--- src/rtl/audio_mixer_dac.sv ---
// Mixes PSG, beeper/PIT and covox into 16-bit stereo PCM with a mute ramp,
// and drives first-order sigma-delta 1-bit outputs per channel.
module audio_mixer_dac #(
  parameter int CLK_HZ    = 96_000_000,
  parameter int SAMPLE_HZ = 48_000
) (
  input  logic        clk_sys,
  input  logic        reset,
  input  logic [7:0]  psg_ch_a,
  input  logic [7:0]  psg_ch_b,
  input  logic [7:0]  psg_ch_c,
  input  logic [5:0]  psg_active,
  input  logic [2:0]  legacy,
  input  logic [7:0]  covox,
  input  logic        mute,
  output logic [15:0] sample_l,
  output logic [15:0] sample_r,
  output logic        sample_strobe,
  output logic        audio_l,
  output logic        audio_r
);

  localparam int DIV = CLK_HZ / SAMPLE_HZ;
  localparam int DW  = $clog2(DIV);
  localparam logic [DW-1:0] DIV_LAST = DW'(DIV - 1);

  logic [DW-1:0] r_div;
  logic [10:0]   r_mix_l;
  logic [10:0]   r_mix_r;
  logic [8:0]    r_gain;
  logic          r_stb;
  logic [15:0]   r_sample_l;
  logic [15:0]   r_sample_r;
  logic [16:0]   r_acc_l;
  logic [16:0]   r_acc_r;

  logic          w_tick;
  logic [10:0]   w_mix_l;
  logic [10:0]   w_mix_r;
  logic [19:0]   w_prod_l;
  logic [19:0]   w_prod_r;

  assign w_tick = (r_div == DIV_LAST);

  // Worst case is 1534 on either path, so 11 bits never overflow
  always_comb begin
    w_mix_l = {legacy, 8'b0} + {2'b0, covox, 1'b0};
    w_mix_r = w_mix_l;
    if (psg_active != 6'd0) begin
      w_mix_l = {2'b0, psg_ch_a, 1'b0} + {3'b0, psg_ch_b}
              + {1'b0, legacy, 7'b0};
      w_mix_r = {2'b0, psg_ch_c, 1'b0} + {3'b0, psg_ch_b}
              + {1'b0, legacy, 7'b0};
    end
  end

  assign w_prod_l = 20'(r_mix_l) * 20'(r_gain);
  assign w_prod_r = 20'(r_mix_r) * 20'(r_gain);

  always_ff @(posedge clk_sys) begin
    if (reset) begin
      r_div      <= '0;
      r_mix_l    <= '0;
      r_mix_r    <= '0;
      r_gain     <= '0;
      r_stb      <= 1'b0;
      r_sample_l <= '0;
      r_sample_r <= '0;
      r_acc_l    <= '0;
      r_acc_r    <= '0;
    end else begin
      r_div <= w_tick ? '0 : r_div + DW'(1);
      r_stb <= w_tick;
      if (w_tick) begin
        r_mix_l <= w_mix_l;
        r_mix_r <= w_mix_r;
        if (mute) begin
          if (r_gain != 9'd0) r_gain <= r_gain - 9'd1;
        end else begin
          if (r_gain != 9'd256) r_gain <= r_gain + 9'd1;
        end
      end
      // Stage 2 sees the gain already stepped by the preceding tick
      if (r_stb) begin
        r_sample_l <= 16'(((w_prod_l >> 8) & 20'h7FF) << 5);
        r_sample_r <= 16'(((w_prod_r >> 8) & 20'h7FF) << 5);
      end
      r_acc_l <= {1'b0, r_acc_l[15:0]} + {1'b0, r_sample_l};
      r_acc_r <= {1'b0, r_acc_r[15:0]} + {1'b0, r_sample_r};
    end
  end

  assign sample_l      = r_sample_l;
  assign sample_r      = r_sample_r;
  assign sample_strobe = r_stb;
  assign audio_l       = r_acc_l[16];
  assign audio_r       = r_acc_r[16];

endmodule

--- config.mk ---
export PLATFORM = sky130hd
export DESIGN_NAME = audio_mixer_dac
export DESIGN_NICKNAME = d
export VERILOG_FILES = /design/src/rtl/audio_mixer_dac.sv
export SDC_FILE = /design/constraint.sdc
export NUM_CORES = 1
export LEC_CHECK = 0
export ABC_AREA = 1
export CAP_MARGIN = 20
export CORE_MARGIN = 2
export CORE_UTILIZATION = 30
export DETAILED_ROUTE_END_ITERATION = 6
export GPL_ROUTABILITY_DRIVEN = 1
export GPL_TIMING_DRIVEN = 1
export PLACE_DENSITY = 0.52
export SLEW_MARGIN = 20
export SYNTH_ARGS = -nofsm -noshare
export SYNTH_HDL_FRONTEND = slang
export SYNTH_SLANG_ARGS = --single-unit
--- constraint.sdc ---
create_clock -name clk_sys -period 5.44 [get_ports clk_sys]
set_input_delay 0.816 -clock clk_sys [delete_from_list [all_inputs] [get_ports clk_sys]]
set_output_delay 0.816 -clock clk_sys [all_outputs]
set_load 0.05 [all_outputs]
Word-level counts from Yosys, hierarchy flattened
Index checks and enable logic that the tools add are counted.
- input bits: 44
- register bits after elaboration: 99
- multipliers: 2
- add/sub/neg operators: 10
- muxes and demuxes: 5
- reductions and logical operators: 5
- eq/ne operators: 3
- operators by type and width (kind ; count):
    11-bit by 9-bit multiplier with 19-bit output ; 2
    16-bit by 16-bit adder with 17-bit output ; 2
    9-bit two-way mux ; 3
    10-bit by 10-bit adder with 11-bit output ; 2
    11-bit two-way mux ; 2
    9-bit by 8-bit adder with 10-bit output ; 2
    11-bit by 1-bit adder with 11-bit output (second input constant) ; 1
    11-bit by 9-bit adder with 11-bit output ; 1
    11-bit == test (second input constant) ; 1
    9-bit by 1-bit adder with 9-bit output (second input constant) ; 1
    9-bit inequality test (second input constant) ; 1
    9-bit nonzero test ; 1
    9-bit by 1-bit subtractor with 9-bit output (second input constant) ; 1
    6-bit nonzero test ; 1
    3-bit AND reduction ; 1
    2-bit by 1-bit inequality test with 1-bit output (second input constant) ; 1
    2-bit nonzero test ; 1
    2-bit OR reduction ; 1

Logic depth before layout (Yosys ltp)
- word-level depth: 3
- gate-level depth with buffers: 23

Least setup slack after synthesis
OpenSTA, ideal clock, no wires.
- path type: flip-flop to flip-flop
- from: register r_gain[0]
- to: register r_sample_r[7] (netlist: sample_r[7])
- path buffers: 2
- cell stages (with the launch flop): 18
- required time: 5.325 ns
- period minus slack after synthesis: 4.337 ns
- setup slack: 1.103 ns
- setup time: 0.115 ns
- data arrival time: 4.221 ns
- cells stage by stage: dfxtp_1 -> clkbuf_1 -> buf_1 -> nand2_1 -> fa_1 -> inv_1 -> fa_1 -> fa_1 -> inv_1 -> fa_1 -> inv_1 -> ha_1 -> a21oi_1 -> a21boi_0 -> nand2_1 -> xor2_1 -> o21ai_0 -> inv_1
- cells in the longest elaborated chain, start to end: 1
- ends and longest elaborated chain (item ; line ; RTL):
    start, declared ; 30 ; logic [8:0] r_gain;
    start signal, assigned ; 78 ; if (r_gain != 9'd0) r_gain <= r_gain - 9'd1;
    start signal, assigned ; 80 ; if (r_gain != 9'd256) r_gain <= r_gain + 9'd1;
    11-bit by 9-bit multiplier with 19-bit output ; 58 ; assign w_prod_r = 20'(r_mix_r) * 20'(r_gain);
    end signal, assigned ; 86 ; r_sample_r <= 16'(((w_prod_r >> 8) & 20'h7FF) << 5);
    end, declared ; 33 ; logic [15:0] r_sample_r;
Every way passes these cells.
A chain may end at the register's enable or synchronous reset.

Worst setup path in the final report
- from: register r_gain[4]
- to: register r_sample_l[7] (netlist: sample_l[7])
- cells in the longest elaborated chain, start to end: 1
- ends and longest elaborated chain (item ; line ; RTL):
    11-bit by 9-bit multiplier with 19-bit output ; 57 ; assign w_prod_l = 20'(r_mix_l) * 20'(r_gain);
    end signal, assigned ; 85 ; r_sample_l <= 16'(((w_prod_l >> 8) & 20'h7FF) << 5);
    end, declared ; 32 ; logic [15:0] r_sample_l;
Every way passes these cells.

==> flow_metrics.tcl <==
set metrics [dict create \
    pin_count 79 \
    yosysSeqAreaShare_pct 15.03 \
    postCtsSetupRepairBufs 0 \
    drt-initial-drc-count 483 \
    diodes 0 \
    finalWirelength_mm 28.02 \
    crit_path_frequent_cell "inv_1" \
    p_leak_nw 7.532 \
    outcome "completed" \
    post-dp-hpwl_mm 22.95 \
    crit_type "register to register" \
    first_pass_iters 5 \
    fin_setup_tns_ps 0 \
    num-fill-cells 4127 \
    cpMaxStageDelayCell "dfxtp_1" \
    cp.arrival_ps 4880 \
    postCtsHoldBufs 0 \
    die-area_um2 40670 \
    ys_ff_latch 88 \
    fin_crit_ps 4630 \
    worst_slew_pin_slew_ps 936.4 \
    cts_buffer_depth 2 \
    antenna_found_initial 0 \
    cts_resized 0 \
    required_ps 5690 \
    start_util_pct 30.33 \
    clk_latency_ps 360 \
    cts_buffers 9 \
    grt_setup_unrepaired "false" \
    avgSynthCellArea_um2 7.036 \
    yosysWarnings 0 \
    end_kind "register" \
    first_global_vias 9733 \
    setup_violations 0 \
    slew_headroom_pct 37.49 \
    crit_fanout 24 \
    nets 2003 \
    grt_busiest_layer "met2" \
    met3_usage_pct 2.008 \
    core_um2 38650 \
    numClockSinks 88 \
    finalMaxSlewViolations 0 \
    die_h_um 201.7 \
    grt_overflow_total 0 \
    clk_transition_reported_paths_ps 70 \
    grt_use_met2_pct 22.99 \
    cts-root-buf "clkbuf_16" \
    gp_congestion 0.8668 \
    track_usage_pct 14.33 \
    final_antenna_net_count 0 \
    die_x_um 201.7 \
    finalHoldViolCount 0 \
    skew_ps 9.189 \
    row_count 72 \
    holdWs_ps 454.8 \
    synth_cell_types 41 \
    max_freq_mhz 216.0 \
    cts_tree "yes" \
    vias 9969 \
    cp-start-kind "register" \
    max_cap_viol_count 0 \
    syn_to_final_growth_pct 12.00 \
    yosys.area.top_type_share_pct 22.37 \
    yosys.area.top_type "fa_1" \
    path_cells "nand2_1 -> fa_1 -> fa_1 -> inv_1 -> fa_1 -> inv_1 -> fa_1 -> inv_1 -> ha_1 -> nand2_1 -> inv_1 -> a21boi_0 -> nand2_1 -> xor2_1 -> o21ai_0 -> inv_1" \
    hp-class "register to register" \
    use_met1_pct 20.60 \
    h-tree-depth 3 \
    cpPeakStageDelay_ps 930 \
    layout-drive-gt1-share_pct 2.231 \
    syn-cell-area_um2 11720 \
    powerDensity_nw_per_um2 111.7 \
    portBuffers 68 \
    wl_per_cell_um 12.62 \
    netlist_instances 1666 \
    via_per_inst 4.489 \
    timing.final.crit_share_pct 85.11 \
    yosys-top-cells-area "fa_1 (22%), dfxtp_1 (15%), ha_1 (14%)" \
    grt_pass1_wl_mm 47.95 \
    ir_drop_uv 149.7 \
    drcViolationCount 0 \
    grt_start_max_net_pins 40 \
]
[layout by cell type (no fill, tap or decap), drive strengths merged, types with 11 or more instances in the layout]
master	instances
a21oi	102
nand3	65
ha	130
inv	380
xor2	17
fa	131
o21ai	79
dfxtp	88
clkdlybuf4s50	68
nor2	108
clkbuf	11
nand2	420
a21o	14
[where the power goes]
part / leakage [nW] / internal (W) / switching, W
Combinational: 6.69 / 0.0000877 / 0.000122
Clock: 0.128 / 0.000325 / 0.000284
Sequential: 0.709 / 0.000646 / 0.00000128
[path summary, 6_finish.rpt]
check	start	to	slack, ps	cells past startpoint
setup / recovery	r_gain[4]	sample_l[7]	810	16
hold / removal	r_div[0]	r_div[0]	450	1
setup reg to reg	r_gain[4]	sample_l[7]	810	16
hold reg to reg	r_div[0]	r_div[0]	450	1
[layer usage]
layer / wire [µm] / up-vias / part of all wire [%]
li1: - / 5140 / -
met1: 14280 / 4637 / 51
met2: 12320 / 171 / 44
met3: 1118 / 21 / 4.0
met4: 303 / 0 / 1.1
met5: 0 / - / 0
[cells in the mapped netlist, drive strengths merged]
master,count
a21boi,4
a21o,14
a21oi,102
a221oi,2
a22o,4
a31oi,4
and2,1
and3,1
buf,19
clkbuf,47
conb,1
dfxtp,88
fa,131
ha,130
inv,379
nand2,420
nand3,65
nand4,9
nor2,108
nor3,5
nor3b,3
nor4,9
o211ai,3
o21a,4
o21ai,79
o21bai,6
o22ai,2
o31ai,2
or2,1
xnor2,6
xor2,17
[logic make-up (layout without fill, tap and decap cells)]
kind of cell	count (synthesis)	in the layout	share of synthesized area, %
flip-flops	88	88	15.03
buffers and inverters	445	473	14.84
AO/OA/AOI/OAI	226	226	10.61
AND/OR/NAND/NOR	622	622	21.52
adder cells (fa/ha/maj)	261	261	36.25
XOR/XNOR	23	23	1.719
other	1	10	0.03199
[state kept, by name, summed over array words and instances (netlist names)]
signal / flops
sample_l: 11
r_mix_r: 10
r_acc_l: 12
r_acc_r: 12
sample_r: 11
r_gain: 9
sample_strobe: 1
r_mix_l: 11
r_div: 11
[area by class of cell]
type | instances | area, µm² | share of cell area [%]
multi-input combinational | 1142 | 8254 | 62.88
sequential | 88 | 1762 | 13.42
inverter | 379 | 1425 | 10.86
tap | 518 | 648.1 | 4.937
clock inverter | 5 | 40.04 | 0.3050
clock buffer | 11 | 242.7 | 1.849
timing repair buffer | 78 | 755.7 | 5.757
[worst max-delay path, delay by kind of cell, from the launching register on]
family / cells / cell delay, ps
AO/OA/AOI/OAI: 2 / 320
XOR/XNOR: 1 / 180
adder cells (fa/ha/maj): 5 / 2380
buffers and inverters: 5 / 250
flip-flops: 1 / 930
AND/OR/NAND/NOR: 3 / 480
[metrics by stage]
stage               total power (W)  cell area (µm²)  util (%)  setup slack [ps]  instances
global placement          0.0008690            12840     33.24             887.1       2205
detailed placement        0.0008699            12840     33.24             784.6       2205
global route               0.001538            13130     33.97             466.0       2221
finish                     0.001466            13130     33.97             810.2       2221
CTS                        0.001488            13130     33.97             779.9       2221
floorplan                 0.0008034            11760         -              1103       1675
(Power assumes the default switching activity.)
